===== src/rtl/seq_pkg.sv =====
// Shared definitions for the serial pattern detector: FSM encoding and a
// ceiling-log2 helper used to size the fill counter.
package seq_pkg;

    typedef enum logic {
        ST_FILL  = 1'b0,
        ST_ARMED = 1'b1
    } state_e;

    function automatic int clog2(input int v);
        int r;
        r = 0;
        for (int i = 0; i < 31; i++) begin
            if ((1 << i) < v) r = i + 1;
        end
        return r;
    endfunction

endpackage


===== src/rtl/sat_counter.sv =====
// Saturating up-counter with synchronous reset and soft clear; sticks at all-ones.
module sat_counter #(
    parameter int W = 8
) (
    input  logic         clk,
    input  logic         rst,
    input  logic         clr,
    input  logic         inc,
    output logic [W-1:0] cnt
);

    logic [W-1:0] cnt_q, cnt_d;

    always_comb begin
        cnt_d = cnt_q;
        if (inc && (cnt_q != {W{1'b1}})) cnt_d = cnt_q + 1'b1;
    end

    always_ff @(posedge clk) begin
        if (rst || clr) cnt_q <= '0;
        else            cnt_q <= cnt_d;
    end

    assign cnt = cnt_q;

endmodule


===== src/rtl/seq_pattern_det.sv =====
// Serial PLEN-bit pattern detector on the sampled bit stream, with overlap or
// non-overlap restart, registered match pulse and saturating match count.
module seq_pattern_det
    import seq_pkg::*;
#(
    parameter int             PLEN    = 4,
    parameter logic [PLEN-1:0] PATTERN = 4'b1011,
    parameter bit             OVERLAP = 1'b1,
    parameter int             CW      = 8
) (
    input  logic          clk,
    input  logic          rst,
    input  logic          en,
    input  logic          clr,
    input  logic          din,
    output logic          match,
    output logic          armed,
    output logic [CW-1:0] match_cnt
);

    localparam int            FW        = (clog2(PLEN) < 1) ? 1 : clog2(PLEN);
    localparam logic [FW-1:0] FILL_LAST = FW'(PLEN - 1);

    logic [PLEN-2:0] hist_q, hist_d;
    logic [FW-1:0]   fill_q, fill_d;
    state_e          state_q, state_d;
    logic            match_q, match_d;
    logic            armed_q, armed_d;
    logic [PLEN-1:0] cand;

    always_comb begin
        cand    = {hist_q, din};
        hist_d  = hist_q;
        fill_d  = fill_q;
        state_d = state_q;
        match_d = 1'b0;
        if (en) begin
            hist_d = cand[PLEN-2:0];
            unique case (state_q)
                ST_FILL: begin
                    fill_d = fill_q + 1'b1;
                    if (fill_d == FILL_LAST) state_d = ST_ARMED;
                end
                ST_ARMED: begin
                    if (cand == PATTERN) begin
                        match_d = 1'b1;
                        // Non-overlap: discard the matched bits so PLEN fresh ones are needed
                        if (!OVERLAP) begin
                            state_d = ST_FILL;
                            fill_d  = '0;
                            hist_d  = '0;
                        end
                    end
                end
            endcase
        end
        armed_d = (state_d == ST_ARMED);
    end

    always_ff @(posedge clk) begin
        if (rst || clr) begin
            hist_q  <= '0;
            fill_q  <= '0;
            state_q <= ST_FILL;
            match_q <= 1'b0;
            armed_q <= 1'b0;
        end else begin
            hist_q  <= hist_d;
            fill_q  <= fill_d;
            state_q <= state_d;
            match_q <= match_d;
            armed_q <= armed_d;
        end
    end

    // Counter clears on rst/clr itself, so a completing bit on a clearing edge never counts
    sat_counter #(.W(CW)) u_match_cnt (
        .clk (clk),
        .rst (rst),
        .clr (clr),
        .inc (match_d),
        .cnt (match_cnt)
    );

    assign match = match_q;
    assign armed = armed_q;

endmodule

===== config.mk =====
export PLATFORM = sky130hd
export DESIGN_NAME = seq_pattern_det
export DESIGN_NICKNAME = d
export VERILOG_FILES = /design/src/rtl/seq_pkg.sv /design/src/rtl/sat_counter.sv /design/src/rtl/seq_pattern_det.sv
export SDC_FILE = /design/constraint.sdc
export NUM_CORES = 1
export LEC_CHECK = 0
export BUFFER_PORTS_ARGS = -buffer_cell sky130_fd_sc_hd__buf_2
export CORE_ASPECT_RATIO = 1.5
export CORE_MARGIN = 5
export CORE_UTILIZATION = 35
export DETAILED_ROUTE_END_ITERATION = 8
export GPL_ROUTABILITY_DRIVEN = 0
export PLACE_DENSITY = 0.56
export SYNTH_ARGS = -nofsm -noshare
export SYNTH_HDL_FRONTEND = slang
export SYNTH_SLANG_ARGS = --single-unit

===== constraint.sdc =====
create_clock -name clk -period 1.5 [get_ports clk]
set_input_delay 0 -clock clk [delete_from_list [all_inputs] [get_ports clk]]
set_output_delay 0 -clock clk [all_outputs]
set_load 0.01 [all_outputs]

# After elaboration in Yosys (flattened, before gate mapping)
# Index checks and enable logic that the tools add are counted.
totals:
  ff_bits: 15
  inputBits: 5
  word_cells: 19
op_classes:
  addsub: 2
  eq_ne: 3
  mux: 5
  bitwise: 1
  n_reduce_logical: 3
op_table:
  columns: ["cell", "n"]
  rows:
  - ["adder 8 x 1 -> 8 bit, second input constant", 1]
  - ["inequality test 8 bit, second input constant", 1]
  - ["2-to-1 mux 1 bit", 5]
  - ["equality test 4 bit, second input constant", 1]
  - ["adder 2 x 1 -> 2 bit, second input constant", 1]
  - ["equality test 2 bit, second input constant", 1]
  - ["AND reduction 2 bit", 1]
  - ["logical AND 1 bit", 1]
  - ["logical OR 1 bit", 1]
  - ["inverter 1 bit", 1]

# Depth between registers and ports, before layout
logic_depth:
  depth_word: 5
  ltp_mapped: 5
  depth_no_buf: 5

# Cells and area by module
# From an unflattened synthesis, not the netlist that was laid out.
unflattened:
  hier_cells: 77
  area_unflattened_um2: 699.4
modules_own_cells:
  columns: ["module", "n_inst", "cells_each", "area_per_inst_um2"]
  rows:
  - ["sat_counter", 1, 48, 421.7]
  - ["seq_pattern_det", 1, 29, 277.8]

# Worst setup path before layout
# OpenSTA, ideal clock, no wires.
synth_timing:
  path_type: "register to register"
  from: "register, netlist name armed"
  to: "register u_match_cnt.cnt_q[5] (netlist: u_match_cnt.cnt[5])"
  setup_time_ns: 0.115
  t_arrival_ns: 1.366
  slack_ns: 0.019
  stages_incl_launch_ff: 5
  path_buffers: 0
  synth_period_minus_slack_ns: 1.481
  path_cell_list: "dfxtp_1 nand2_1 or3_4 o31a_1 o21ba_1"
synth_rtl:
  columns: ["element", "line", "source"]
  rows:
  - ["to (signal assigned)", "sat_counter.sv:21", "else cnt_q <= cnt_d;"]
  - ["to (decl)", "sat_counter.sv:12", "logic [W-1:0] cnt_q, cnt_d;"]

# Worst setup path in the final report
layout_timing:
  from: "register hist_q[1]"
  to: "register u_match_cnt.cnt_q[5] (netlist: u_match_cnt.cnt[5])"
layout_between:
  elab_chain_cells: 5
layout_rtl:
  columns: ["element", "line", "source"]
  rows:
  - ["from (decl)", "seq_pattern_det.sv:24", "logic [PLEN-2:0] hist_q, hist_d;"]
  - ["from (signal assigned)", "seq_pattern_det.sv:68", "hist_q <= hist_d;"]
  - ["equality test 4 bit", "seq_pattern_det.sv:45", "if (cand == PATTERN) begin"]
  - ["2-to-1 mux 1 bit", "seq_pattern_det.sv:45", null]
  - ["2-to-1 mux 1 bit", "seq_pattern_det.sv:39", "unique case (state_q)"]
  - ["2-to-1 mux 1 bit", "seq_pattern_det.sv:37", "if (en) begin"]
  - ["logical AND 1 bit", "sat_counter.sv:16", "if (inc && (cnt_q != {W{1'b1}})) cnt_d = cnt_q + 1'b1;"]
# Every way passes these cells.
# A chain may end at the register's enable or synchronous reset.

==> reports/qor.txt <==
I/O Buffers: 14
power density cells: 746 mW/mm²
DP HPWL: 1140 µm
CTS tree: built
routed length per instance: 12.2 µm
area of the multi-input gates: 390 µm²
core area: 0.00188 mm²
gr usage total: 11.0%
Die ar.: 0.00301 mm²
Starting DRT DRC Count: 4
crit end category: register
Synth-to-Final Area Change: 26.7%
Post-CTS Setup Bufs: 0
total global routing overflow: 0
die height: 64.7 µm
Non-Filler Instances: 119
Initial Util: 37.2%
Met1 Wirelength: 631 µm
# placed instances: 114
Hold Violations, Final: 0
ports placed on the boundary: 15
Clock Latency Late Sink: 0.27 ns
MaxCap Viol Count: 0
row cnt: 19
syn_area_per_cell: 9.31 µm²
pin count of the biggest net entering global routing: 16
Unique masters post-synth: 29
routed wl met3: 60 µm
syn nets: 82
P_leak: 0.000369 µW
H-tree levels: 1
Tcrit/Tclk final: 96.1%
YS warnings: 0
RSZ-0062 raised after global routing: true
Max Buffers Root-to-Sink: 2
Worst-path clk slew: 0.08 ns
initial antenna violation count: 0
flops & latches, synth: 15
slew margin rel.: 80.3%
DR pass1 iterations: 4
TritonCTS Buffers: 3
synthesized cell area: 698 µm²
WP data required: 1.67 ns
startpoint types: register
status: finished, final reports clean
Period minus WS final: 1.44 ns
vias per cell: 5.16
CTS root buf: clkbuf_4
die width: 46.5 µm
Hold Crit Class: in -> reg
n_diodes: 0
vias in the first global route: 598
# clock sinks: 15
final setup violation count: 0
Worst-Margin Slew: 0.293 ns
register area share after synthesis: 43.0%
met2 wire length: 738 µm
clk_skew: 0.000821 ns
crit-path max FO: 3
FMAX: 0.694 GHz
total power: 660 µW
Syn Inst Count: 75
VDD IR max: 448 µV
register area: 305 µm²
DRT Wirelength: 1450 µm
nets@finish: 106
Crit Path Category: reg -> reg
DRC viols: 0
layout cells sized above 1: 33.7%
total number of vias: 614
final slew viol count: 0
global-route wire length before repair: 2440 µm
WP data arrival: 1.62 ns
fillers: 202
antenna-violating nets left: 0
max layer used: met4
==> sequential cells by signal, indices dropped and copies added (netlist names) <==
register / count
armed: 1
fill_q: 2
hist_q: 3
match: 1
u_match_cnt.cnt: 8
==> final timing paths <==
path / startpoint / to / slack [ns] / cells past startpoint
max: hist_q[1] / u_match_cnt.cnt[5] / 0.06 / 4
min: en / armed / 0.10 / 3
max reg2reg: hist_q[1] / u_match_cnt.cnt[5] / 0.06 / 4
min reg2reg: u_match_cnt.cnt[6] / u_match_cnt.cnt[6] / 0.50 / 1
==> report_power, final <==
part | internal, µW | switching [µW] | total (µW)
clock network | 103 | 118 | 221
registers | 402 | 3.20 | 405
logic | 15.9 | 17.8 | 33.6
==> synth_stat cells, drive strengths merged <==
master   count  share of area (%)
a21oi        8                5.7
ha           2                3.6
nand4b       1                3.4
nand3        4                2.9
o31a         1                1.3
and4         3                3.8
nor2        10                5.4
xnor2        2                2.5
or3          2                2.5
nand4        1               0.90
clkbuf       2                1.1
a211oi       2                2.1
nand2        3                1.6
nor2b        1               0.90
o21ba        1                1.4
or2          2                1.8
dfxtp       15                 43
a311oi       1                1.3
nor4         1               0.90
a2111oi      1                2.1
o21ai        3                2.1
buf          1                1.6
inv          1               0.54
nand3b       1                1.1
mux2i        3                4.3
nor3         3                2.1
==> per-layer routing <==
layer	up-vias	GRT usage, %
met1	282	11.7
met3	2	2.49
li1	320	-
met2	10	18.6
met5	-	0
met4	0	6.41
==> worst max-delay path, stage by stage, from the launching register on <==
cell,delay (ns)
dfxtp_2,0.33
nand4b_4,0.17
or3_4,0.39
o31a_1,0.28
o21ba_1,0.18
==> layout make-up <==
cell class	instances	share of cell area [%]
multi-input combinational	56	44.1
sequential	15	34.5
timing repair buffer	22	15.0
clock buffer	4	2.97
tap	21	2.97
inverter	1	0.424
==> kinds of logic after synthesis <==
kind of cell / share of synthesized area [%]
flops: 43.0
compound gates: 16.1
buf+inv: 3.23
xor+xnor: 2.51
mux: 4.30
simple gates: 27.2
fa+ha+maj: 3.58
==> layout by cell type (no fill, tap or decap), drive strengths merged <==
cell	count
buf	21
nor2b	1
nor2	10
nand4	1
xnor2	2
nor3	3
dfxtp	15
and4	3
nand3b	1
a311oi	1
o21ba	1
nand2	3
mux2i	3
inv	1
a211oi	2
nor4	1
nand4b	1
o21ai	3
ha	2
clkbuf	4
nand3	4
or2	2
a21oi	8
a2111oi	1
o31a	1
or3	2
dlygate4sd3	1
==> through the flow <==
step                area, µm²  utilization (%)  hold WS (ns)  setup TNS [ns]  worst slack, ns
floorplan                 698                -         0.147               0           0.0190
global placement          828             44.1         0.296               0           0.0701
detailed placement        828             44.1         0.299               0           0.0321
CTS                       855             45.5       0.00757               0           0.0196
global route              885             47.1        0.0908         -0.0112         -0.00857
finish                    885             47.1         0.101               0           0.0581
==> what timing repair did <==
item,CTS,global route
hold endpoints to repair,0,1
hold buffers,0,1
gates resized for setup,0,6
endpoints found under the setup margin,0,3
Power figures use the tool's default switching activity.
